==> src/rtl/inst_fetch_prefetch_pkg.sv <==
// Shared types and defaults for the instruction fetch/prefetch stage.
// Redirect source encoding and the default ISR slot size live here.
package inst_fetch_prefetch_pkg;

    typedef enum logic [1:0] {
        RdrNone = 2'd0,
        RdrIrq  = 2'd1,
        RdrEx   = 2'd2,
        RdrBpu  = 2'd3
    } redirect_e;

    localparam int unsigned IsrShiftDefault = 3;

    // Width of a counter that must hold the values 0..n inclusive.
    function automatic int unsigned count_width(input int unsigned n);
        return $clog2(n) + 1;
    endfunction

endpackage

==> src/rtl/inst_fetch_prefetch_fifo.sv <==
// First-word-fall-through prefetch FIFO with a synchronous clear.
// Holds {instruction, pc} pairs; the head is visible whenever the FIFO is non-empty.
module inst_fetch_prefetch_fifo
    import inst_fetch_prefetch_pkg::*;
#(
    parameter int unsigned DEPTH = 4,
    parameter int unsigned WIDTH = 64
) (
    input  logic                     clk,
    input  logic                     rst,
    input  logic                     clear,
    input  logic                     push,
    input  logic [WIDTH-1:0]         wdata,
    input  logic                     pop,
    output logic                     empty,
    output logic [WIDTH-1:0]         rdata,
    output logic [$clog2(DEPTH):0]   count
);

    localparam int unsigned PtrW = $clog2(DEPTH);
    localparam int unsigned CntW = count_width(DEPTH);
    localparam logic [CntW-1:0] FullCount = CntW'(DEPTH);

    logic [WIDTH-1:0] mem_q [DEPTH];
    logic [PtrW-1:0]  rd_ptr_q;
    logic [PtrW-1:0]  wr_ptr_q;
    logic [CntW-1:0]  count_q;
    logic             do_push;
    logic             do_pop;

    assign do_pop  = pop & (count_q != '0);
    // A push into a full FIFO is only legal when the head leaves in the same cycle.
    assign do_push = push & ((count_q != FullCount) | do_pop);

    always_ff @(posedge clk) begin
        if (rst || clear) begin
            rd_ptr_q <= '0;
            wr_ptr_q <= '0;
            count_q  <= '0;
        end else begin
            if (do_push) begin
                wr_ptr_q <= wr_ptr_q + PtrW'(1);
            end
            if (do_pop) begin
                rd_ptr_q <= rd_ptr_q + PtrW'(1);
            end
            case ({do_push, do_pop})
                2'b10:   count_q <= count_q + CntW'(1);
                2'b01:   count_q <= count_q - CntW'(1);
                default: count_q <= count_q;
            endcase
        end
    end

    always_ff @(posedge clk) begin
        if (do_push && !clear && !rst) begin
            mem_q[wr_ptr_q] <= wdata;
        end
    end

    assign empty = (count_q == '0);
    assign rdata = mem_q[rd_ptr_q];
    assign count = count_q;

endmodule

==> src/rtl/inst_fetch_prefetch.sv <==
// Fetch stage: PC generation, pipelined imem requests, prefetch buffering and redirect handling.
// Delivers {inst, pc, pc+4} to IF_ID under a valid/ready handshake.
module inst_fetch_prefetch
    import inst_fetch_prefetch_pkg::*;
#(
    parameter int unsigned    XLEN      = 32,
    parameter int unsigned    DEPTH     = 4,
    parameter int unsigned    MAX_OUT   = 2,
    parameter logic [XLEN-1:0] RESET_PC = '0,
    parameter int unsigned    ISR_SHIFT = IsrShiftDefault
) (
    input  logic                   CLK,
    input  logic                   RST,
    input  logic                   PC_Control__IRQ,
    input  logic [5:0]             Device_id,
    input  logic [XLEN-1:0]        CSR_mtvec,
    input  logic                   Branch_Taken__EX_MEM,
    input  logic [XLEN-1:0]        Branch_Target_Addr__EX_MEM,
    input  logic                   BPU__Branch_Taken,
    input  logic [XLEN-1:0]        BPU__Branch_Target_Addr,
    output logic                   IMem_Req_Valid,
    input  logic                   IMem_Req_Ready,
    output logic [XLEN-1:0]        IMem_Req_Addr,
    input  logic                   IMem_Rsp_Valid,
    input  logic [31:0]            IMem_Rsp_Data,
    output logic                   Inst_Valid__IF_ID,
    input  logic                   Inst_Ready__IF_ID,
    output logic [31:0]            Inst__IF_ID,
    output logic [XLEN-1:0]        PC__IF_ID,
    output logic [XLEN-1:0]        PC_4__IF_ID,
    output logic [$clog2(DEPTH):0] Fifo_Count
);

    localparam int unsigned CntW = count_width(DEPTH);
    localparam int unsigned OutW = count_width(MAX_OUT);

    logic [XLEN-1:0] fetch_pc_q, fetch_pc_d;
    logic [XLEN-1:0] resp_pc_q, resp_pc_d;
    logic [OutW-1:0] outstanding_q, outstanding_d;
    logic [OutW-1:0] drop_cnt_q, drop_cnt_d;

    redirect_e       rdr_src;
    logic [XLEN-1:0] rdr_target;
    logic [XLEN-1:0] rdr_target_aligned;
    logic [XLEN-1:0] isr_vector;
    logic            redirect;
    logic            head_valid;
    logic            inst_pop;
    logic            req_fire;
    logic            rsp_push;
    logic [31:0]     in_use;

    logic [CntW-1:0]      fifo_count;
    logic [XLEN+31:0]     fifo_wdata;
    logic [XLEN+31:0]     fifo_rdata;
    logic                 fifo_empty;
    logic [31:0]          head_inst;
    logic [XLEN-1:0]      head_pc;

    assign isr_vector = CSR_mtvec + (XLEN'(Device_id) << ISR_SHIFT);

    assign head_valid        = ~fifo_empty;
    assign Inst_Valid__IF_ID = head_valid & ~PC_Control__IRQ & ~Branch_Taken__EX_MEM;
    assign inst_pop          = Inst_Valid__IF_ID & Inst_Ready__IF_ID;

    // BPU only redirects once the predicted entry has actually been handed to IF_ID.
    always_comb begin
        rdr_src    = RdrNone;
        rdr_target = '0;
        if (PC_Control__IRQ) begin
            rdr_src    = RdrIrq;
            rdr_target = isr_vector;
        end else if (Branch_Taken__EX_MEM) begin
            rdr_src    = RdrEx;
            rdr_target = Branch_Target_Addr__EX_MEM;
        end else if (BPU__Branch_Taken && inst_pop) begin
            rdr_src    = RdrBpu;
            rdr_target = BPU__Branch_Target_Addr;
        end
    end

    assign redirect           = (rdr_src != RdrNone);
    assign rdr_target_aligned = {rdr_target[XLEN-1:2], 2'b00};

    // Reserve FIFO space for every outstanding request so responses never overflow.
    assign in_use         = 32'(outstanding_q) + 32'(fifo_count);
    assign IMem_Req_Valid = ~RST & ~redirect & (in_use < DEPTH) & (32'(outstanding_q) < MAX_OUT);
    assign IMem_Req_Addr  = fetch_pc_q;
    assign req_fire       = IMem_Req_Valid & IMem_Req_Ready;

    assign rsp_push      = IMem_Rsp_Valid & ~redirect & (drop_cnt_q == '0);
    assign outstanding_d = outstanding_q + OutW'(req_fire) - OutW'(IMem_Rsp_Valid);

    always_comb begin
        fetch_pc_d = fetch_pc_q;
        resp_pc_d  = resp_pc_q;
        drop_cnt_d = drop_cnt_q;
        if (redirect) begin
            fetch_pc_d = rdr_target_aligned;
            resp_pc_d  = rdr_target_aligned;
            drop_cnt_d = outstanding_d;
        end else begin
            if (req_fire) begin
                fetch_pc_d = fetch_pc_q + XLEN'(4);
            end
            if (rsp_push) begin
                resp_pc_d = resp_pc_q + XLEN'(4);
            end
            if (IMem_Rsp_Valid && (drop_cnt_q != '0)) begin
                drop_cnt_d = drop_cnt_q - OutW'(1);
            end
        end
    end

    always_ff @(posedge CLK) begin
        if (RST) begin
            fetch_pc_q    <= RESET_PC;
            resp_pc_q     <= RESET_PC;
            outstanding_q <= '0;
            drop_cnt_q    <= '0;
        end else begin
            fetch_pc_q    <= fetch_pc_d;
            resp_pc_q     <= resp_pc_d;
            outstanding_q <= outstanding_d;
            drop_cnt_q    <= drop_cnt_d;
        end
    end

    assign fifo_wdata = {IMem_Rsp_Data, resp_pc_q};

    inst_fetch_prefetch_fifo #(
        .DEPTH (DEPTH),
        .WIDTH (XLEN + 32)
    ) u_fifo (
        .clk   (CLK),
        .rst   (RST),
        .clear (redirect),
        .push  (rsp_push),
        .wdata (fifo_wdata),
        .pop   (inst_pop),
        .empty (fifo_empty),
        .rdata (fifo_rdata),
        .count (fifo_count)
    );

    assign head_inst = fifo_rdata[XLEN+31:XLEN];
    assign head_pc   = fifo_rdata[XLEN-1:0];

    // With nothing buffered the payload shows its reset-state values.
    assign Inst__IF_ID = head_valid ? head_inst : '0;
    assign PC__IF_ID   = head_valid ? head_pc : '0;
    assign PC_4__IF_ID = head_valid ? head_pc + XLEN'(4) : RESET_PC + XLEN'(4);
    assign Fifo_Count  = fifo_count;

endmodule

==> config.mk <==
export PLATFORM = sky130hd
export DESIGN_NAME = inst_fetch_prefetch
export DESIGN_NICKNAME = d
export VERILOG_FILES = /design/src/rtl/inst_fetch_prefetch_pkg.sv /design/src/rtl/inst_fetch_prefetch_fifo.sv /design/src/rtl/inst_fetch_prefetch.sv
export SDC_FILE = /design/constraint.sdc
export NUM_CORES = 1
export LEC_CHECK = 0
export ABC_AREA = 1
export BUFFER_PORTS_ARGS = -buffer_cell sky130_fd_sc_hd__buf_2
export CORE_MARGIN = 10
export CORE_UTILIZATION = 58
export DETAILED_ROUTE_END_ITERATION = 12
export HOLD_SLACK_MARGIN = 0.08
export PLACE_DENSITY = 0.81
export SLEW_MARGIN = 0
export SYNTH_ARGS = -nofsm -noshare
export SYNTH_HDL_FRONTEND = slang
export SYNTH_HIERARCHICAL = 1
export SYNTH_SLANG_ARGS = --single-unit
==> constraint.sdc <==
create_clock -name CLK -period 5.73 [get_ports CLK]
set_input_delay 1.146 -clock CLK [delete_from_list [all_inputs] [get_ports CLK]]
set_output_delay 1.146 -clock CLK [all_outputs]
set_load 0.01 [all_outputs]
==> results.md, run 1 <==
- Chip Height: 194 um
- Worst setup margin: 753 ps
- Commonest cells after routing, fill and taps aside: 438 x nand2_1, 387 x nor2_1, 266 x buf_2
- Reg2Reg Depth: 15
- DP Worst Slack: 1370 ps
- Final setup viols: 0
- GPL Wtd Cong: 0.969
- Switching pwr: 1.28 mW
- Combinational Power Share: 0.083
- Clock Latency Late Sink: 510 ps
- Minimum clock period: 4980 ps
- Seq/Total Area, Yosys: 0.519
- Crit-path max FO: 46
- Compound-cell area share of the yosys netlist: 0.126
- 1st-iter DRT viols: 1379
- Yosys cell types: 50
- Hold WC Path Type: register to register
- Number of top-level pins: 275
- DP Wirelength: 37.8 mm
- Clock Tree Root: clkbuf_16
- Post-synthesis register bit count: 329
- Vias after detailed routing: 15975
- Wire length per cell: 18.9 um
- Most common cell after layout, fill and taps aside: nand2_1
- CTS Sinks: 329
- Sw Ratio: 0.238
- Drt first pass iters: 6
- Die ar.: 0.0377 sq mm
- Final clock skew: 22.3 ps
- Antenna viol nets, final: 0
- Post-route DRC: 0
- Post-CTS sizing: 0
- Fmax: 201 MHz
- Syn Area/Cell: 8.22 sq um
- Status: finished, final reports clean
- Critical Path AT: 3830 ps
- Post-CTS Setup Inserts: 0
- Setup TNS: 0 ps
- Synth Flop Type: edfxtp_1
- Critical Path End Type: output pin
- Area Growth Syn to Fin: 15.1%
- Hold Crit Start: u_fifo/rd_ptr_q[0]$_SDFFE_PP0N_
- Die W: 194 um
- Reg2reg start: u_fifo/count[1]$_SDFFE_PP0P_
- WL final: 52.9 mm
- Syn Std Cell Area: 0.0176 sq mm
- Max-Cap Viols: 0
- Internal: 4.09 mW
- Post-synth ARST share: 0
- IO buf count: 266
- Xor/xnor cell area share of the yosys netlist: 0.0174
- Required @ worst endpoint: 4580 ps
- Clock share of power: 0.412
- Initial Util: 0.591
- Leak: 8.51 nW
- Simple-gate share of the synthesized area: 0.241
- Overflow after GRT: 0
- Max_slew headroom: 0.402
- Post-synthesis mux area share: 0.00284
- Tcrit/Tclk final: 0.869
- Maximum VDD drop: 0.191 mV
- Row count: 63
- Hold Buf Count CTS: 0
- CTS Buf Count: 35
- Htree depth: 2
- Post-Synth Adder-Cell Area: 0.0143
- Largest net degree at the start of global routing: 82
- CTS tree: done
- GR Util All Layers: 0.267
- Reg power frac: 0.505
- Max Buffers Root-to-Sink: 3
- Core Region: 0.0298 sq mm
- Vias per cell: 5.71
- Vias in the first global route: 15141
- Hold Fails Final Rpt: 0
- Max-slew violation count: 0
- RSZ-0062 raised after global routing: false
- Hold path depth: 1
- Layout cells sized above 1: 0.155
- Post-synth EDFFs: 256
- Crit start category: register
- Initial antenna violation count: 0
- # nets final: 2543
- Clock Pin Slew Worst Setup and Hold Paths: 60 ps
- Synthesis Warnings: 6
- Main combinational cell family by area after synthesis: simple AND/OR/NAND/NOR gates
- Worst slew pin tran: 896 ps
- Reg2reg end: drop_cnt_q[1]$_SDFFE_PP0P_
- Cell Pwr Density: 265 mW/mm^2
- First-pass GRT wire length: 82.2 mm
- Setup Crit Path Kind: register to output pin
- Finished Core Util: 0.681
- R2R setup slack: 2090 ps
- Cells after Synth: 2143
==> Yosys cell counts (11+ instances only) <==
library cell	instances	area, sq um
a21oi_1	71	355
buf_2	13	65.1
buf_4	17	128
buf_6	14	158
clkbuf_1	38	143
dfxtp_1	73	1460
edfxtp_1	256	7690
ha_1	17	213
inv_1	219	822
nand2_1	438	1640
nand3_1	86	430
nand3b_1	16	120
nand4_1	26	163
nor2_1	391	1470
nor3_1	27	135
o21ai_0	192	961
o21ai_1	67	335
o22ai_1	65	407
xnor2_1	11	96.3
xor2_1	24	210
==> critical path, cell delays in order (launching register included) <==
cell and delay (ps):
dfxtp_2 600, inv_2 300, buf_12 270, o21ai_0 130, o22ai_1 380, ha_1 250
nand2_1 80, nor2_2 190, nand2_1 140, nor2_1 170, nand3_1 150, nor2_1 150
nand2_1 80, o21ai_1 170, a21oi_1 80, buf_2 140
==> how the worst max path moves through the flow <==
stage                     cells past startpoint            start                      endpoint
after floorplan                               7  PC_Control__IRQ  u_fifo/mem_q[0][0]$_DFFE_PP_
final                                        15         register               PC_4__IF_ID[18]
after global placement                        9         register               PC_4__IF_ID[27]
after CTS                                     9         register               PC_4__IF_ID[27]
after global routing                         15         register               PC_4__IF_ID[18]
after detailed placement                      9         register               PC_4__IF_ID[27]
==> power groups by stage <==
stage	Combinational, mW	Sequential, mW	Clock, mW
floorplan	0.257	2.74	0
global placement	0.429	2.76	0
detailed placement	0.439	2.76	0
finish	0.445	2.71	2.21
global route	0.499	2.72	2.34
CTS	0.441	2.71	2.23
==> per-layer routing <==
metal  vias to the layer above  GRT usage  wire, um
li1                       7652          -         -
met3                       103     0.0533      4850
met1                      7384      0.345     21400
met5                         -          0         0
met2                       836      0.438     24800
met4                         0     0.0926      1810
==> area by class of cell <==
class                      count  area [sq um]
antenna                        3          7.51
timing repair buffer         283          1520
sequential                   329          9150
tap                          390           488
clock buffer                  40           895
clock inverter                19           228
fill                        2392          9510
multi-input combinational   1504          7130
inverter                     229           865
==> sequential cells by signal, indices dropped and copies added (netlist names), named ones only <==
signal	cells
drop_cnt_q	2
outstanding_q	2
IMem_Req_Addr	30
u_fifo/mem_q	256
u_fifo/rd_ptr_q	2
resp_pc_q	30
u_fifo/wr_ptr_q	2
u_fifo/count	3
==> cell families after synthesis <==
family                   after synthesis
AO/OA/AOI/OAI                        415
XOR/XNOR                              35
adder cells (fa/ha/maj)               19
buffers and inverters                319
flip-flops                           329
multiplexers                           5
other                                  1
AND/OR/NAND/NOR                     1020
==> stage by stage <==
stage	cells	power [mW]	cell area (sq um)	hold slack, ps
4_1_cts	2794	5.38	20300	472
6_report	2797	5.37	20300	472
3_5_place_dp	2735	3.20	19200	461
2_1_floorplan	2152	2.99	17700	436
5_1_grt	2794	5.55	20300	493
3_3_place_gp	2735	3.18	19200	444
Power figures use the tool's default switching activity.
==> inputs of run 2 (changes only) <==
--- a/config.mk
+++ b/config.mk
@@ -5,10 +5,9 @@
 export SDC_FILE = /design/constraint.sdc
 export NUM_CORES = 1
 export LEC_CHECK = 0
-export ABC_AREA = 1
 export BUFFER_PORTS_ARGS = -buffer_cell sky130_fd_sc_hd__buf_2
 export CORE_MARGIN = 10
-export CORE_UTILIZATION = 58
+export CORE_UTILIZATION = 57
 export DETAILED_ROUTE_END_ITERATION = 12
 export HOLD_SLACK_MARGIN = 0.08
 export PLACE_DENSITY = 0.81
==> run 2 against run 1 <==
Compared with the run above: first-iteration DRC count down 9.4%; clock skew down 2.9 ps; register-to-register slack worse by 210 ps; sequential share of layout area up 4.1 points; routed wire length down 18%; design area down 8.3%; synthesized cell count down 42%; sequential power about the same; critical path type unchanged.
==> results.md, run 2 <==
- Status: finished, final reports clean
- DP Wirelength: 29.4 mm
- Post-synth top cells: 256 x edfxtp_1, 101 x nor2_1, 73 x dfxtp_1, 69 x nor2b_1, 64 x mux4_2
- Diode count: 0
- Maximum VDD drop: 0.247 mV
- 1st-iter DRT viols: 1250
- Reg2reg end: u_fifo/mem_q[0][37]$_DFFE_PP_
- CTS Buf Count: 30
- Crit path max-delay cell type: dfxtp_2
- Seq/Total Area, Yosys: 0.576
- Post-synthesis register bit count: 329
- Post-CTS sizing: 0
- Vias after detailed routing: 11908
- CTS tree: done
- Leak: 6.78 nW
- Most common cell after layout, fill and taps aside: buf_2
- Setup Crit Path Kind: register to output pin
- Vias in the first global route: 11743
- RSZ-0062 raised after global routing: false
- Tcrit/Tclk final: 0.846
- Worst path cell trace: mux4_2 -> and4_1 -> nand4_1 -> nor4_1 -> nand3_1 -> xor2_1 -> nor2_1 -> buf_2
- IO buf count: 266
- Cells after Synth: 1252
- Synth top area share: 0.484
- Htree depth: 1
- Syn Area/Cell: 12.7 sq um
- Slowest cell delay on critical path: 890 ps
- Number of top-level pins: 275
- Largest net degree at the start of global routing: 94
- Cell Pwr Density: 279 mW/mm^2
- Clock Pin Slew Worst Setup and Hold Paths: 70 ps
- Clock Tree Root: clkbuf_16
- Final setup viols: 0
- Commonest cells after routing, fill and taps aside: 266 x buf_2, 256 x edfxtp_1, 101 x nor2_1
- Row count: 61
- Required @ worst endpoint: 4580 ps
- Die ar.: 0.0349 sq mm
- Critical Path End Type: output pin
- Synth Flop Type: edfxtp_1
- Final non-filler cell total: 1901
- Dominant cell type by area after synthesis: edfxtp_1
- Reg2reg start: u_fifo/count[0]$_SDFFE_PP0P_
- Design Area, Final: 0.0186 sq mm
- # nets final: 1660
- Post-CTS Setup Inserts: 0
- Synth top area cells: edfxtp_1 48%, dfxtp_1 9.2%, mux4_2 9.1%
- Syn Std Cell Area: 0.0159 sq mm
- Post-route DRC: 0
- Worst slew pin tran: 941 ps
- Largest register by flop count: u_fifo/mem_q
- Crit start category: register
- Chip Height: 187 um
- R2R setup slack: 1880 ps
- Drt first pass iters: 6
- Number of flip-flops in the largest register: 256
- Core Region: 0.0276 sq mm
- Most common cell in the synthesized netlist: edfxtp_1
- Crit-path max FO: 31
- Reg2Reg Depth: 7
- Area Growth Syn to Fin: 17.2%
- Placed Area: 0.0175 sq mm
- Overflow after GRT: 0
- Initial Util: 0.575
- Max_slew headroom: 0.372
- Max Buffers Root-to-Sink: 3
- Setup TNS: 0 ps
- Synthesis Warnings: 6
- GPL Wtd Cong: 0.954
- Final clock skew: 19.4 ps
- Layout cells sized above 1: 0.282
- Critical Path AT: 3700 ps
- DP Cell Count: 1845
- Fmax: 206 MHz
- Pwr Total: 5.20 mW
- Minimum clock period: 4850 ps
- Die W: 187 um
- Initial antenna violation count: 1
- Critical Path Sink: PC_4__IF_ID[29]
- Clock Latency Late Sink: 550 ps
- Post-synth ARST share: 0
- Max-slew violation count: 0
- Antenna viol nets, final: 0
- Max-Cap Viols: 0
- Hold Buf Count CTS: 0
- GR Util All Layers: 0.237
- Hold WC Path Type: register to register
- Post-synth EDFFs: 256
- Wire length per cell: 22.7 um
- CTS Sinks: 329
- First-pass GRT wire length: 66.7 mm
- Vias per cell: 6.26
- WL final: 43.1 mm
- Yosys cell types: 72
- Finished Core Util: 0.673
- Hold Fails Final Rpt: 0
run 2: worst max-delay path, delay by kind of cell, from the launching register on:
| family | cells | cell delay, ps |
|---|---|---|
| muxes | 1 | 470 |
| DFF | 1 | 890 |
| and+or+nand+nor | 5 | 1460 |
| xor gates and xnor gates | 1 | 170 |
| buffers and inverters | 1 | 150 |
run 2: final cells by class:
| cell class | instances | area [sq um] |
|---|---|---|
| sequential | 329 | 9150 |
| fill | 1940 | 9020 |
| multi-input combinational | 832 | 6330 |
| timing repair buffer | 282 | 1490 |
| clock buffer | 41 | 855 |
| tap | 378 | 473 |
| clock inverter | 15 | 215 |
| inverter | 24 | 90.1 |
run 2: stage by stage:
step                      setup slack, ps  hold slack (ps)
after global routing                  546              533
after CTS                             808              515
final                                 882              516
after global placement               1450              496
after detailed placement             1400              490
after floorplan                      1130              459
run 2: worst min path at each step:
stage / startpoint / endpoint / slack [ps] / cells past startpoint
final: IMem_Req_Addr[31]$_SDFFE_PP0P_ / IMem_Req_Addr[31]$_SDFFE_PP0P_ / 520 / 2
after global placement: IMem_Req_Addr[31]$_SDFFE_PP0P_ / IMem_Req_Addr[31]$_SDFFE_PP0P_ / 500 / 2
after global routing: IMem_Req_Addr[31]$_SDFFE_PP0P_ / IMem_Req_Addr[31]$_SDFFE_PP0P_ / 530 / 2
after detailed placement: IMem_Req_Addr[31]$_SDFFE_PP0P_ / IMem_Req_Addr[31]$_SDFFE_PP0P_ / 490 / 2
after floorplan: resp_pc_q[7]$_SDFFE_PP0P_ / u_fifo/mem_q[0][7]$_DFFE_PP_ / 460 / 0
after CTS: IMem_Req_Addr[31]$_SDFFE_PP0P_ / IMem_Req_Addr[31]$_SDFFE_PP0P_ / 510 / 2
run 2: where the power goes:
group | internal (mW) | leakage [nW] | switching (mW) | total, mW
Clock | 1.27 | 0.516 | 0.844 | 2.12
Combinational | 0.149 | 3.34 | 0.234 | 0.383
Sequential | 2.62 | 2.92 | 0.0791 | 2.70
run 2: kinds of logic after synthesis:
family | count (synthesis) | synth area share
other | 1 | 0.000236
flip-flops | 329 | 0.576
buffers and inverters | 100 | 0.0277
XOR/XNOR | 49 | 0.0270
AND/OR/NAND/NOR | 454 | 0.157
AO/OA/AOI/OAI | 231 | 0.102
adder cells (fa/ha/maj) | 19 | 0.0159
multiplexers | 69 | 0.0940
run 2: per-layer routing:
metal / up-vias / global-route usage / share of wire
met5: - / 0 / 0
met4: 0 / 0.0636 / 0.023
met3: 69 / 0.0569 / 0.096
met2: 676 / 0.401 / 0.49
met1: 5786 / 0.299 / 0.39
li1: 5377 / - / -
==> inputs of run 3 (changes only) <==
--- a/config.mk
+++ b/config.mk
@@ -7,10 +7,10 @@
 export LEC_CHECK = 0
 export BUFFER_PORTS_ARGS = -buffer_cell sky130_fd_sc_hd__buf_2
 export CORE_MARGIN = 10
-export CORE_UTILIZATION = 57
+export CORE_UTILIZATION = 51
 export DETAILED_ROUTE_END_ITERATION = 12
 export HOLD_SLACK_MARGIN = 0.08
-export PLACE_DENSITY = 0.81
+export PLACE_DENSITY = 0.77
 export SLEW_MARGIN = 0
 export SYNTH_ARGS = -nofsm -noshare
 export SYNTH_HDL_FRONTEND = slang
==> constraint.sdc (replaced) <==
create_clock -name CLK -period 3.9 [get_ports CLK]
set_input_delay 0.78 -clock CLK [delete_from_list [all_inputs] [get_ports CLK]]
set_output_delay 0.78 -clock CLK [all_outputs]
set_load 0.01 [all_outputs]
==> run 3 against run 2 <==
Compared with the run above: combinational power increased by 48%; flip-flop and latch count unchanged; non-clock buffer count increased by 25; routed wire length increased by 2.7%; critical path depth increased by 2; core utilization decreased by 5.6 points; final cell count increased by 2.6%; design area increased by 1.8%; worst setup slack got worse by 780 ps.
==> results.md, run 3 (synthesis results as in run 2) <==
- Max Buffers Root-to-Sink: 3
- CTS Sinks: 329
- DP Wirelength: 31.2 mm
- Clock Tree Root: clkbuf_16
- Placed Area: 0.0177 sq mm
- Wire length per cell: 22.7 um
- Clock Latency Late Sink: 520 ps
- Max_slew headroom: 0.336
- Largest register by flop count: u_fifo/mem_q
- Pwr Total: 7.72 mW
- GR peak layer: met2
- Reg power frac: 0.513
- Leak: 6.95 nW
- Number of flip-flops in the largest register: 256
- Status: finished, final reports clean
- Vias after detailed routing: 11912
- Buf/Inv on CP: 3
- Final non-filler cell total: 1951
- Number of top-level pins: 275
- Critical Path AT: 3020 ps
- Switching pwr: 1.76 mW
- Minimum clock period: 3800 ps
- First-pass GRT wire length: 68.2 mm
- Maximum VDD drop: 0.315 mV
- Reg2Reg Depth: 7
- Critical path depth in cells: 10
- GPL Wtd Cong: 0.944
- Initial Util: 0.518
- 1st-iter DRT viols: 1025
- Slowest cell delay on critical path: 400 ps
- Final setup viols: 0
- Clock share of power: 0.413
- Die W: 196 um
- Post-route DRC: 0
- Crit path max-delay cell type: mux4_2
- CTS Buf Count: 34
- Cell Pwr Density: 408 mW/mm^2
- IO buf count: 266
- Sw Ratio: 0.228
- Worst slew pin tran: 995 ps
- Critical Path End Type: output pin
- Overflow after GRT: 0
- Clock Pin Slew Worst Setup and Hold Paths: 60 ps
- Area Growth Syn to Fin: 19.4%
- Multi-input gate area: 0.00636 sq mm
- GR Util All Layers: 0.221
- Antenna viol nets, final: 0
- RSZ-0062 raised after global routing: true
- Vias in the first global route: 11917
- Met3 Resource Use GR: 0.0587
- DP Cell Count: 1881
- Combinational Power Share: 0.073
- Worst setup margin: 104 ps
- Hold path depth: 1
- Internal: 5.96 mW
- Required @ worst endpoint: 3120 ps
- Setup Crit Path Kind: register to output pin
- Chip Height: 196 um
- Fill count: 2327
- Die ar.: 0.0386 sq mm
- Initial antenna violation count: 1
- Hold WC Path Type: input pin to register
- Drt first pass iters: 5
- # nets final: 1689
- Hold Fails Final Rpt: 0
- WL final: 44.3 mm
- Crit start category: register
- Global routing usage on met2: 0.368
- Largest net degree at the start of global routing: 94
- Design Area, Final: 0.0189 sq mm
- Crit-path max FO: 18
- Max-Cap Viols: 0
- Vias per cell: 6.11
- Hold slack final: 479 ps
- Most common cell after layout, fill and taps aside: buf_2
- Commonest cells after routing, fill and taps aside: 266 x buf_2, 256 x edfxtp_1, 101 x nor2_1
- Final clock skew: 28.1 ps
- Core Region: 0.0307 sq mm
- CTS tree: done
- Tcrit/Tclk final: 0.973
- DP Worst Slack: 381 ps
- Sequential standard cell area: 0.00916 sq mm
- Htree depth: 2
- Largest delay share family, worst path: simple AND/OR/NAND/NOR gates
- Max-slew violation count: 0
- Worst path cell trace: buf_4 -> buf_12 -> mux4_2 -> ha_1 -> nand4_1 -> nor4_2 -> nand2_1 -> xor2_1 -> nor2_1 -> buf_2
- Row count: 64
- Layout cells sized above 1: 0.295
- M1 GR Usage: 0.286
- Fmax: 263 MHz
[run 3: cell count changes in the layout (fill, tap and decap cells not counted), sizes merged]
cell	change
clkinvlp	-1
clkinv	+8
bufinv	-2
clkbuf	+1
diode	+1
buf	+25
[run 3: routing by layer]
layer	vias to the layer above	share of wire
met5	-	0.00029
met4	2	0.017
met3	65	0.096
met2	596	0.48
met1	5808	0.40
li1	5441	-
[run 3: worst reg2reg max path, stage by stage, from the launching register on]
cell,delay (ps)
dfxtp_1,420
nor3_2,490
o21a_1,250
inv_1,130
or2_2,420
nor3b_1,400
and2_2,260
buf_4,430
[run 3: area by class of cell]
type / count / share of cell area
Sequential cell: 329 / 0.483
Clock buffer: 42 / 0.0487
Antenna cell: 1 / 0.000132
Clock inverter: 20 / 0.0104
Inverter: 24 / 0.00475
Timing Repair Buffer: 307 / 0.0913
Multi-Input combinational cell: 832 / 0.335
Tap cell: 396 / 0.0261
[run 3: timing repair]
action | in CTS | in global routing
endpoints found under the setup margin | 12 | 8
hold buffers | 0 | 0
pin swaps | 1 | 0
resized for setup | 4 | 3
setup buffers | 7 | 0
[run 3: final timing paths]
kind                                  from                       endpoint  slack (ps)
max                               register                PC_4__IF_ID[30]         100
min                      IMem_Rsp_Data[24]  u_fifo/mem_q[3][56]$_DFFE_PP_         480
max reg2reg   u_fifo/count[1]$_SDFFE_PP0P_  u_fifo/mem_q[0][55]$_DFFE_PP_         750
min reg2reg  IMem_Req_Addr[7]$_SDFFE_PP0P_  IMem_Req_Addr[7]$_SDFFE_PP0P_         520
[run 3: per-stage QoR]
stage           util  TNS (ps)
4_1_cts        0.617         0
5_1_grt        0.618      -107
6_report       0.618         0
3_3_place_gp   0.578         0
2_1_floorplan      -         0
3_5_place_dp   0.578         0
[run 3: power groups by stage]
| stage | clock (mW) | sequential, mW | combinational (mW) |
|---|---|---|---|
| 2_1_floorplan | 0 | 4.00 | 0.323 |
| 3_3_place_gp | 0 | 4.03 | 0.543 |
| 3_5_place_dp | 0 | 4.04 | 0.557 |
| 4_1_cts | 3.24 | 3.96 | 0.560 |
| 5_1_grt | 3.37 | 3.98 | 0.627 |
| 6_report | 3.19 | 3.97 | 0.566 |
